### config.mk
export PLATFORM = sky130hd
export DESIGN_NAME = if_stage
export DESIGN_NICKNAME = d
export VERILOG_FILES = /design/src/rtl/if_stage_pkg.sv /design/src/rtl/fetch_buffer.sv /design/src/rtl/if_stage.sv
export SDC_FILE = /design/constraint.sdc
export NUM_CORES = 1
export LEC_CHECK = 0
export CAP_MARGIN = 15
export CORE_UTILIZATION = 48
export CTS_CLUSTER_DIAMETER = 200
export DETAILED_ROUTE_END_ITERATION = 16
export PLACE_DENSITY_LB_ADDON = 0.2
export SLEW_MARGIN = 40
export SYNTH_ARGS = -nofsm -noshare
export SYNTH_HDL_FRONTEND = slang
export SYNTH_SLANG_ARGS = --single-unit
### constraint.sdc
create_clock -name clk -period 5.2 [get_ports clk]
set_input_delay 0.78 -clock clk [delete_from_list [all_inputs] [get_ports clk]]
set_output_delay 0.78 -clock clk [all_outputs]
set_load 0.01 [all_outputs]
### src/rtl/if_stage_pkg.sv
// Shared types and constants for the MINAv2 instruction fetch stage.
package if_stage_pkg;
  localparam int INSN_WIDTH = 32;
  localparam int ADDR_WIDTH = 32;
  localparam logic [ADDR_WIDTH-1:0] RESET_VECTOR_DEFAULT = 32'h0000_0000;

  typedef struct packed {
    logic [ADDR_WIDTH-1:0] ia_plus_4;
    logic [INSN_WIDTH-1:0] ir;
  } id_params_t;

  typedef enum logic {IF_IDLE, IF_FETCH} if_state_t;
endpackage

### src/rtl/fetch_buffer.sv
// DEPTH-entry in-order FIFO of id_params_t; flush dominates push and pop.
module fetch_buffer
  import if_stage_pkg::*;
#(
  parameter int DEPTH = 2,
  localparam int CNT_W = $clog2(DEPTH + 1),
  localparam int PTR_W = $clog2(DEPTH)
) (
  input  logic             clk,
  input  logic             rst,
  input  logic             push,
  input  id_params_t       push_data,
  input  logic             pop,
  input  logic             flush,
  output id_params_t       head,
  output logic             full,
  output logic             empty,
  output logic [CNT_W-1:0] count
);
  id_params_t       mem [DEPTH];
  logic [PTR_W-1:0] rd_ptr;
  logic [PTR_W-1:0] wr_ptr;
  logic             do_push;
  logic             do_pop;

  function automatic logic [PTR_W-1:0] ptr_inc(input logic [PTR_W-1:0] p);
    return (p == PTR_W'(DEPTH - 1)) ? '0 : p + PTR_W'(1);
  endfunction

  assign empty   = (count == '0);
  assign full    = (count == CNT_W'(DEPTH));
  assign head    = mem[rd_ptr];
  assign do_pop  = pop && !empty;
  assign do_push = push && (!full || do_pop);

  always_ff @(posedge clk or posedge rst) begin
    if (rst) begin
      rd_ptr <= '0;
      wr_ptr <= '0;
      count  <= '0;
      for (int i = 0; i < DEPTH; i++) mem[i] <= '0;
    end else if (flush) begin
      rd_ptr <= '0;
      wr_ptr <= '0;
      count  <= '0;
    end else begin
      if (do_push) begin
        mem[wr_ptr] <= push_data;
        wr_ptr      <= ptr_inc(wr_ptr);
      end
      if (do_pop) rd_ptr <= ptr_inc(rd_ptr);
      case ({do_push, do_pop})
        2'b10:   count <= count + CNT_W'(1);
        2'b01:   count <= count - CNT_W'(1);
        default: count <= count;
      endcase
    end
  end
endmodule

### src/rtl/if_stage.sv
// MINAv2 instruction fetch: owns the PC, pipelines imem requests, buffers
// in-order responses and drops wrong-path responses after an EX redirect.
module if_stage
  import if_stage_pkg::*;
#(
  parameter logic [31:0] RESET_VECTOR = RESET_VECTOR_DEFAULT,
  parameter int          DEPTH        = 2
) (
  input  logic        clk,
  input  logic        rst,
  input  logic        stall,
  input  logic        redirect_valid,
  input  logic [31:0] redirect_addr,
  output logic        imem_req_valid,
  input  logic        imem_req_ready,
  output logic [31:0] imem_req_addr,
  input  logic        imem_rsp_valid,
  input  logic [31:0] imem_rsp_data,
  output logic        id_valid,
  output id_params_t  id_params
);
  localparam int CNT_W = $clog2(DEPTH + 1);
  localparam int PTR_W = $clog2(DEPTH);

  if_state_t        state;
  logic [31:0]      pc;
  logic [CNT_W-1:0] in_flight;
  logic [CNT_W-1:0] in_flight_next;
  logic [CNT_W-1:0] discard;
  logic [CNT_W-1:0] buf_count;
  logic [CNT_W:0]   occupancy;
  logic             hs;
  logic             rsp_ok;
  logic             rsp_drop;
  logic             rsp_keep;
  logic             buf_full;
  logic             buf_empty;
  logic             buf_pop;
  id_params_t       push_data;

  // Address queue: ia_plus_4 of every accepted right-path request, in order.
  logic [31:0]      aq [DEPTH];
  logic [PTR_W-1:0] aq_rd;
  logic [PTR_W-1:0] aq_wr;

  function automatic logic [PTR_W-1:0] ptr_inc(input logic [PTR_W-1:0] p);
    return (p == PTR_W'(DEPTH - 1)) ? '0 : p + PTR_W'(1);
  endfunction

  assign occupancy      = {1'b0, in_flight} + {1'b0, buf_count};
  assign imem_req_valid = (state == IF_FETCH) && (occupancy < (CNT_W+1)'(DEPTH)) && !redirect_valid;
  assign imem_req_addr  = pc;
  assign hs             = imem_req_valid && imem_req_ready;
  assign rsp_ok         = imem_rsp_valid && (in_flight != '0);
  assign rsp_drop       = rsp_ok && (discard != '0);
  assign rsp_keep       = rsp_ok && (discard == '0);
  assign buf_pop        = !buf_empty && !stall;
  assign push_data      = '{ia_plus_4: aq[aq_rd], ir: imem_rsp_data};
  assign id_valid       = !buf_empty;

  always_comb begin
    in_flight_next = in_flight;
    if (hs)     in_flight_next = in_flight_next + CNT_W'(1);
    if (rsp_ok) in_flight_next = in_flight_next - CNT_W'(1);
  end

  always_ff @(posedge clk or posedge rst) begin
    if (rst) begin
      state     <= IF_IDLE;
      pc        <= RESET_VECTOR;
      in_flight <= '0;
      discard   <= '0;
      aq_rd     <= '0;
      aq_wr     <= '0;
    end else begin
      case (state)
        IF_IDLE:  state <= IF_FETCH;
        default:  state <= IF_FETCH;
      endcase
      in_flight <= in_flight_next;
      if (redirect_valid) begin
        // Everything still outstanding after this edge belongs to the old path.
        pc      <= {redirect_addr[31:2], 2'b00};
        discard <= in_flight_next;
        aq_rd   <= '0;
        aq_wr   <= '0;
      end else begin
        if (hs) begin
          pc    <= pc + 32'd4;
          aq_wr <= ptr_inc(aq_wr);
        end
        if (rsp_drop) discard <= discard - CNT_W'(1);
        if (rsp_keep) aq_rd <= ptr_inc(aq_rd);
      end
    end
  end

  always_ff @(posedge clk) begin
    if (hs && !redirect_valid) aq[aq_wr] <= pc + 32'd4;
  end

  fetch_buffer #(.DEPTH(DEPTH)) u_fetch_buffer (
    .clk       (clk),
    .rst       (rst),
    .push      (rsp_keep),
    .push_data (push_data),
    .pop       (buf_pop),
    .flush     (redirect_valid),
    .head      (id_params),
    .full      (buf_full),
    .empty     (buf_empty),
    .count     (buf_count)
  );

  assert property (@(posedge clk) disable iff (rst) imem_rsp_valid |-> (in_flight != '0));
  assert property (@(posedge clk) disable iff (rst) rsp_keep |-> !buf_full);
endmodule

==> results.toml, run 1 <==
[run_status]
status = "finished, final reports clean"

[yosys]
synthDistinctLibCells = 54
syn_inst = 818
synth_edf_count = 60
synth.avg_cell_area_um2 = 12.5
yosysSeqAreaShare_pct = 58.2
async_reset_ff_share_pct = 73.3
yosys_warnings = 0
synth-seq-cells = 225
ys_dominant_reg_cell = "dfrtp_1"
syn_area_mm2 = 0.0102

[detailed_routing]
drt_first_pass_iters = 5
drc = 0
num_vias = 6884
drt-initial-drc-count = 439
wire_per_inst_um = 17.6
ant_nets = 0
routed_wl_um = 22100
vias_per_cell = 5.48

[placement]
portBuffers = 161
gp_congestion = 0.842
dp_hpwl_um = 14100
place_ws_ns = 2.09

[finish]
final_util_pct = 63.4
final_common_cell = "dfrtp_1"
drive_gt1_share_pct = 20.0
nets = 1041
area_growth_pct = 27.5
antenna_cells = 0
layout_common_cells = "dfrtp_1 (164), clkdlybuf4s50_1 (161), mux2_2 (126)"
fillCellCount = 1636

[clock_tree]
cts_setup_buffers = 0
clk_pin_slew_ns = 0.06
clock_path_buffers = 3
cts_tree = "yes"
cts.root.buffer_cell = "clkbuf_16"
cts.sinks = 225
numCtsBuffers = 25
insertion_delay_ns = 0.53
postCtsResizedCells = 0
hold_buffers = 0
cts-htree-levels = 1

[die]
die_area_mm2 = 0.0218
die_w_um = 148
core_mm2 = 0.0205
start_util_pct = 49.7
boundaryPins = 168
rows = 52
dieHeight_um = 148

[global_routing]
antenna_found_initial = 0
grt_pass1_vias = 6808
grt_max_degree = 99
grt_pass1_wl_um = 35700
grt-ovfl-total = 0
grtUsageTotal_pct = 20.5

[setup_path]
critPathKind = "reg -> out"
critPathMaxStageDelay_ns = 0.61
critPathCaptureType = "output pin"
crit_required_ns = 4.42
cp.arrival_ns = 2.62
critPathLaunchType = "register"
worst_path_max_delay_cell = "clkdlybuf4s50_1"
path_max_fanout = 6
cp_cell_sequence = "inv_1 -> nor2_1 -> fa_1 -> nor4b_4 -> clkdlybuf4s50_1"
worstPathBufferInverterCount = 2
crit_family = "buffers and inverters"

[sta]
worst_pin_slew_ns = 0.756
rsz0062_at_grt = "no"
fin_tns_setup_ns = 0
final_hold_viol_count = 0
slew-limit-headroom_pct = 49.4
max_freq_ghz = 0.294
finClkSkew_ns = 0.0267
slew_viol_final = 0
fin_ws_ns = 1.80
fin_crit_sh_pct = 65.3
setup_viol = 0
fin_crit_ns = 3.40

[worst_hold_path]
hold_path_class = "reg -> reg"

[job]
maxCapViolCount = 0

[pwr]
leakage_nw = 5.23
irDropWorstVdd_mv = 0.276
pwr_density_cell_mw_per_mm2 = 520
-- cell families after synthesis --
logic type | count (synthesis) | synth area share [%]
flip-flops | 225 | 58.2
AND/OR/NAND/NOR | 204 | 10.7
multiplexers | 158 | 17.1
AO/OA/AOI/OAI | 121 | 7.27
buffers and inverters | 67 | 2.96
XOR/XNOR | 37 | 3.18
adder cells (fa/ha/maj) | 4 | 0.565
other | 2 | 0.0737
-- power breakdown --
part	switching [mW]	internal, mW	total [mW]
Sequential	0.318	2.36	2.68
Combinational	0.909	1.26	2.17
Clock	0.713	1.20	1.91
Total	1.94	4.82	6.76
-- area by class of cell --
class	instances	area (µm²)	area share [%]
sequential	225	5930	45.7
multi-input combinational	529	3980	30.7
timing repair buffer	175	1790	13.8
clock buffer	30	654	5.04
tap	270	338	2.60
clock inverter	16	241	1.86
inverter	11	45.0	0.347
-- sequential cells by signal (all words and copies together), names as in the netlist --
signal and flops:
u_fetch_buffer.mem 124, aq 60, imem_req_addr 30, discard 2, in_flight 2, u_fetch_buffer.count 2
aq_rd 1, aq_wr 1, state 1, u_fetch_buffer.rd_ptr 1, u_fetch_buffer.wr_ptr 1
-- through the flow --
stage                     power [mW]  instances  cell area (µm²)  hold WS [ns]
after floorplan                 3.92        821            10200         0.444
after global placement          4.82       1208            12000         0.456
after detailed placement        4.89       1210            12100         0.464
after CTS                       6.83       1256            13000         0.478
after global routing            7.13       1256            13000         0.489
final                           6.76       1256            13000         0.475
-- synthesized netlist by cell type (all sizes together) (2+ instances only) --
master | n | area share [%]
nand4 | 11 | 0.80
nand3b | 3 | 0.22
buf | 28 | 1.5
xor2 | 9 | 0.77
nor4 | 8 | 0.93
a22oi | 8 | 0.59
and4 | 3 | 0.26
a31oi | 3 | 0.18
conb | 2 | 0.074
a221o | 10 | 0.98
o311ai | 5 | 0.43
a21o | 6 | 0.44
o21ai | 47 | 2.3
edfxtp | 60 | 18
or3 | 6 | 0.37
and3 | 6 | 0.37
xnor2 | 28 | 2.4
nand3 | 26 | 1.6
nor3 | 10 | 0.71
nor2b | 3 | 0.18
mux2i | 32 | 3.1
a21oi | 34 | 1.7
dfrtp | 165 | 41
nor3b | 2 | 0.15
nor2 | 49 | 1.8
nand2 | 67 | 2.5
ha | 3 | 0.37
a211oi | 2 | 0.15
mux2 | 126 | 14
nand2b | 4 | 0.25
inv | 11 | 0.41
a22o | 2 | 0.17
clkbuf | 28 | 1.1
-- layer usage --
metal  wire length (µm)  track usage, %  part of all wire (%)  vias up
met5                  0               0                     0        -
met4                339            4.90                   1.5        0
met1              10200            29.8                    46     3335
met3               1720            3.83                   7.8       29
li1                   -               -                     -     3248
met2               9810            31.9                    44      272
-- tightest hold or removal path, stage by stage, from the launching register on --
cell,delay [ns]
dfrtp_1,0.34
nand2_1,0.04
o21ai_0,0.06
-- path summary, 6_finish.rpt --
check | startpoint | endpoint | slack [ns] | cells past startpoint
min in group asynchronous | rst | u_fetch_buffer.mem[105] | 0.59 | 2
worst max register to register | u_fetch_buffer.count[0] | imem_req_addr[22] | 2.34 | 9
max in group asynchronous | rst | u_fetch_buffer.mem[50] | 3.44 | 5
worst min register to register | u_fetch_buffer.mem[57] | u_fetch_buffer.mem[57] | 0.48 | 2
worst min-delay path | u_fetch_buffer.mem[57] | u_fetch_buffer.mem[57] | 0.48 | 2
worst max-delay path | u_fetch_buffer.count[0] | imem_req_valid | 1.80 | 5
Power figures use the tool's default switching activity.
==> run 2, diff against run 1 <==
==> constraint.sdc (replaced) <==
create_clock -name clk -period 2.75 [get_ports clk]
set_input_delay 0.4125 -clock clk [delete_from_list [all_inputs] [get_ports clk]]
set_output_delay 0.4125 -clock clk [all_outputs]
set_load 0.01 [all_outputs]
==> run 2 against run 1 <==
  * Via count is 0.31% lower
  * Sequential share of layout area is 0.19 points lower
  * Non-clock buffer count up 13
  * Critical path depth decreased by 2
  * Total power increased by 83%
  * Count of clock-buffer cells in the layout grew 9
  * Final cell count grew 0.88%
  * Critical endpoint is now id_params[56]
  * Largest power group unchanged
  * Highest routed layer unchanged
==> results.toml, run 2 (synthesis results as in run 1) <==
[die]
rows = 52
core_mm2 = 0.0205
die_area_mm2 = 0.0218
start_util_pct = 49.7
die_w_um = 148
boundaryPins = 168
dieHeight_um = 148

[pwr]
total_power_mw = 12.4
leakage_nw = 5.26
irDropWorstVdd_mv = 0.528
pwr_density_cell_mw_per_mm2 = 948

[sta]
fin_crit_ns = 2.66
final_hold_viol_count = 0
worst_pin_slew_ns = 0.645
rsz0062_at_grt = "no"
max_freq_ghz = 0.376
fin_tns_setup_ns = 0
finClkSkew_ns = 0.0104
slew-limit-headroom_pct = 56.9
finalHoldWorstSlack_ns = 0.301
fin_ws_ns = 0.0879
slew_viol_final = 0
fin_crit_sh_pct = 96.8
setup_viol = 0

[placement]
gp_congestion = 0.860
dp_hpwl_um = 14800
place_ws_ns = 0.259
dp_cells = 1223
portBuffers = 161

[detailed_routing]
routed_wl_um = 21800
drc = 0
vias_per_cell = 5.42
drt-initial-drc-count = 316
wire_per_inst_um = 17.2
ant_nets = 0
num_vias = 6863
drt_first_pass_iters = 5

[setup_path]
crit_required_ns = 2.34
cp_cell_sequence = "buf_12 -> mux2_2 -> clkdlybuf4s50_1"
critPathLaunchType = "register"
critPathCaptureType = "output pin"
critPathKind = "reg -> out"
cp.arrival_ns = 2.25
critPathMaxStageDelay_ns = 0.63
worst_path_max_delay_cell = "dfrtp_2"
path_max_fanout = 19

[job]
maxCapViolCount = 0

[clock_tree]
numCtsBuffers = 24
clk_pin_slew_ns = 0.06
cts_tree = "yes"
cts.sinks = 225
insertion_delay_ns = 0.51
clock_path_buffers = 3
cts.root.buffer_cell = "clkbuf_16"
hold_buffers = 0
cts_setup_buffers = 0
cts-htree-levels = 1

[finish]
antenna_cells = 0
drive_gt1_share_pct = 20.8
nets = 1053
layout_common_cells = "dfrtp_1 (164), clkdlybuf4s50_1 (159), mux2_2 (126)"
top_register = "u_fetch_buffer.mem"
largest_reg_flops = 124
final_common_cell = "dfrtp_1"
stdcell_count = 1267
area_growth_pct = 28.0

[global_routing]
grt_pass1_wl_um = 35500
grt_pass1_vias = 6680
grt-ovfl-total = 0
antenna_found_initial = 0
grtUsageTotal_pct = 20.3
grt_max_degree = 63

[worst_hold_path]
hold_path_class = "in -> async"

[run_status]
status = "finished, final reports clean"
-- run 2: cell types whose count changed in the layout (fill, tap and decap cells not counted), moves of 4 or more --
cell       delta
buf_4         +6
clkbuf_8      +4
bufinv_16     -5
clkbuf_1      +5
buf_12        +9
-- run 2: report_power, final --
| part | total (mW) | internal [mW] | leakage, nW | switching, mW |
|---|---|---|---|---|
| Combinational | 4.16 | 2.43 | 2.28 | 1.73 |
| Clock | 3.15 | 1.90 | 0.377 | 1.25 |
| Sequential | 5.05 | 4.47 | 2.60 | 0.578 |
-- run 2: repair_timing --
item,CTS,global route
pin swaps,1,1
endpoints found under the setup margin,1,1
resized for setup,1,2
-- run 2: layout make-up --
type | instances | area (µm²)
inverter | 11 | 45.0
tap | 270 | 338
fill | 1638 | 7450
sequential | 225 | 5930
timing repair buffer | 188 | 1950
multi-input combinational | 529 | 3990
clock buffer | 39 | 728
clock inverter | 5 | 55.1
-- run 2: per-stage QoR --
step           util [%]  area, µm²
6_report           63.6      13000
5_1_grt            63.6      13000
4_1_cts            63.7      13000
3_5_place_dp       59.8      12300
3_3_place_gp       59.8      12300
2_1_floorplan         -      10200
-- run 2: worst max-delay path, delay by kind of cell, from the launching register on --
family	cells	cell delay, ns
buf+inv	2	0.76
flops	1	0.63
mux	1	0.36
-- run 2: worst paths after layout --
| check | start | to | slack, ns | cells after the start |
|---|---|---|---|---|
| min reg2reg | u_fetch_buffer.mem[57] | u_fetch_buffer.mem[57] | 0.47 | 2 |
| max in group asynchronous | rst | u_fetch_buffer.mem[3] | 1.79 | 3 |
| max | u_fetch_buffer.rd_ptr | id_params[56] | 0.09 | 3 |
| max reg2reg | u_fetch_buffer.count[0] | imem_req_addr[11] | 0.24 | 9 |
| min in group clk | redirect_valid | u_fetch_buffer.rd_ptr | 0.38 | 3 |
| min | rst | u_fetch_buffer.mem[61] | 0.30 | 2 |
-- run 2: metal layers --
layer	wire length (µm)	vias to the layer above	global-route usage, %
met2	9820	221	31.4
li1	-	3272	-
met4	217	0	4.28
met5	0	-	0
met1	10100	3353	30.0
met3	1690	17	3.70
==> run 3, diff against run 2 <==
--- a/config.mk
+++ b/config.mk
@@ -6,10 +6,12 @@
 export NUM_CORES = 1
 export LEC_CHECK = 0
 export CAP_MARGIN = 15
-export CORE_UTILIZATION = 48
+export CORE_MARGIN = 1.5
+export CORE_UTILIZATION = 57
 export CTS_CLUSTER_DIAMETER = 200
 export DETAILED_ROUTE_END_ITERATION = 16
-export PLACE_DENSITY_LB_ADDON = 0.2
+export DONT_BUFFER_PORTS = 1
+export PLACE_DENSITY = 0.71
 export SLEW_MARGIN = 40
 export SYNTH_ARGS = -nofsm -noshare
 export SYNTH_HDL_FRONTEND = slang
==> run 3 against run 2 <==
  * Critical path depth increased by 2
  * Via count fell by 7.2%
  * Sequential cell count did not move
  * Final cell count decreased by 16%
  * Utilization is 1.9 points higher
  * Hold slack lost 0.25 ns
  * Global-route usage up 2.6 points
  * Sequential power grew 1%
  * Clock power about the same
==> results.toml, run 3 (synthesis results as in run 1) <==
[run_status]
status = "finished, final reports clean"

[sta]
fin_tns_setup_ns = 0
worst_pin_slew_ns = 0.675
fin_crit_ns = 2.60
final_hold_viol_count = 0
finClkSkew_ns = 0.0123
fin_crit_sh_pct = 94.6
slew_viol_final = 0
setup_viol = 0
fin_ws_ns = 0.150
max_freq_ghz = 0.385
rsz0062_at_grt = "no"
slew-limit-headroom_pct = 55.0

[clock_tree]
clock_path_buffers = 3
clk_pin_slew_ns = 0.06
numCtsBuffers = 24
cts.sinks = 225
cts.root.buffer_cell = "clkbuf_16"
cts_setup_buffers = 0
cts-htree-levels = 1
insertion_delay_ns = 0.50
cts_tree = "yes"

[placement]
portBuffers = 0
place_ws_ns = 0.212
gp_congestion = 0.883
dp_hpwl_um = 14500

[setup_path]
worst_path_max_delay_cell = "fa_1"
critPathKind = "reg -> out"
worstPathBufferInverterCount = 2
reg2reg_slack_ns = 0.20
critPathCaptureType = "output pin"
cp.arrival_ns = 2.19
r2r-start = "u_fetch_buffer.count[0]"
r2r_end = "imem_req_addr[27]"
cp_cell_sequence = "inv_1 -> nor2_1 -> fa_1 -> nor4b_4 -> buf_4"
critPathLaunchType = "register"
path_max_fanout = 6
r2r_cells = 9
crit_family = "simple AND/OR/NAND/NOR gates"
crit_required_ns = 2.34
critPathMaxStageDelay_ns = 0.47

[finish]
multiInputGateArea_mm2 = 0.00399
drive_gt1_share_pct = 25.1
nets = 890
final_util_pct = 65.5
fillCellCount = 1270
area_growth_pct = 11.5
top_register = "u_fetch_buffer.mem"
antenna_cells = 0
final_common_cell = "dfrtp_1"
layout_common_cells = "dfrtp_1 (164), mux2_2 (126), nand2_1 (66)"
largest_reg_flops = 124
seq_area_mm2 = 0.00593

[global_routing]
grt-ovfl-total = 0
antenna_found_initial = 0
grt_pass1_vias = 6509
grtUsageTotal_pct = 22.9
grt_pass1_wl_um = 33600
grt_max_degree = 78

[detailed_routing]
num_vias = 6372
drt-initial-drc-count = 347
ant_nets = 0
drt_first_pass_iters = 6
vias_per_cell = 6.02
drc = 0
wire_per_inst_um = 20.0
routed_wl_um = 21100

[worst_hold_path]
hold_path_class = "in -> reg"
hp-start = "redirect_addr[7]"
hold_depth = 2
hold_end = "imem_req_addr[7]"

[die]
dieHeight_um = 137
core_mm2 = 0.0174
die_area_mm2 = 0.0187
die_w_um = 137
boundaryPins = 168
start_util_pct = 58.7
rows = 48

[pwr]
irDropWorstVdd_mv = 0.541
leakage_nw = 4.65
pwr_density_cell_mw_per_mm2 = 987

[job]
maxCapViolCount = 0
run 3: cell count changes in the layout (fill, tap and decap cells not counted), moves of 2 or more:
cell / previous run / this run
buf_4: 15 / 13
clkinv_2: 2 / 7
buf_12: 12 / 8
clkbuf_1: 9 / 2
clkdlybuf4s50_1: 159 / 0
dlygate4sd3_1: 0 / 2
clkinvlp_4: 3 / 1
run 3: layout make-up:
cell class / instances / area share [%]
clock buffer: 34 / 6.52
clock inverter: 10 / 0.539
inverter: 11 / 0.396
multi-input combinational: 529 / 35.1
sequential: 225 / 52.2
tap: 225 / 2.48
timing repair buffer: 25 / 2.78
run 3: metrics by stage:
stage          cells  hold WS [ns]  power (mW)  cell area [µm²]
5_1_grt         1059        0.0386        11.8            11400
4_1_cts         1058        0.0175        11.3            11300
2_1_floorplan    821         0.444        7.42            10200
6_report        1059        0.0468        11.2            11400
3_5_place_dp    1012         0.465        8.15            10500
3_3_place_gp    1012         0.456        7.93            10500
run 3: how the worst max path moves through the flow:
stage                            start           endpoint  slack, ns  depth (start not counted)
5_1_grt        u_fetch_buffer.count[0]         discard[1]       0.03                          9
3_5_place_dp   u_fetch_buffer.count[0]  imem_req_addr[31]       0.21                          9
6_report       u_fetch_buffer.count[0]     imem_req_valid       0.15                          5
3_3_place_gp   u_fetch_buffer.count[0]  imem_req_addr[31]       0.22                          8
2_1_floorplan  u_fetch_buffer.count[0]          aq[0][10]       0.06                          7
4_1_cts        u_fetch_buffer.count[0]     imem_req_valid       0.16                          5
run 3: per-layer routing:
layer / track usage (%) / vias up / routed length, µm
li1: - / 2933 / -
met1: 30.4 / 3151 / 8810
met2: 37.4 / 251 / 10000
met3: 5.85 / 37 / 1860
met4: 6.80 / 0 / 414
met5: 0 / - / 0
run 3: power by group:
group / switching, mW / total (mW) / leakage (nW) / internal, mW
logic: 1.57 / 2.96 / 1.64 / 1.40
clock network: 1.26 / 3.14 / 0.408 / 1.88
registers: 0.650 / 5.12 / 2.60 / 4.47
total: 3.47 / 11.2 / 4.65 / 7.75
run 3: what timing repair did:
item,in CTS,in global routing
hold endpoints to repair,38,0
hold buffers,2,0
resized for setup,0,2
setup endpoints to repair,0,2
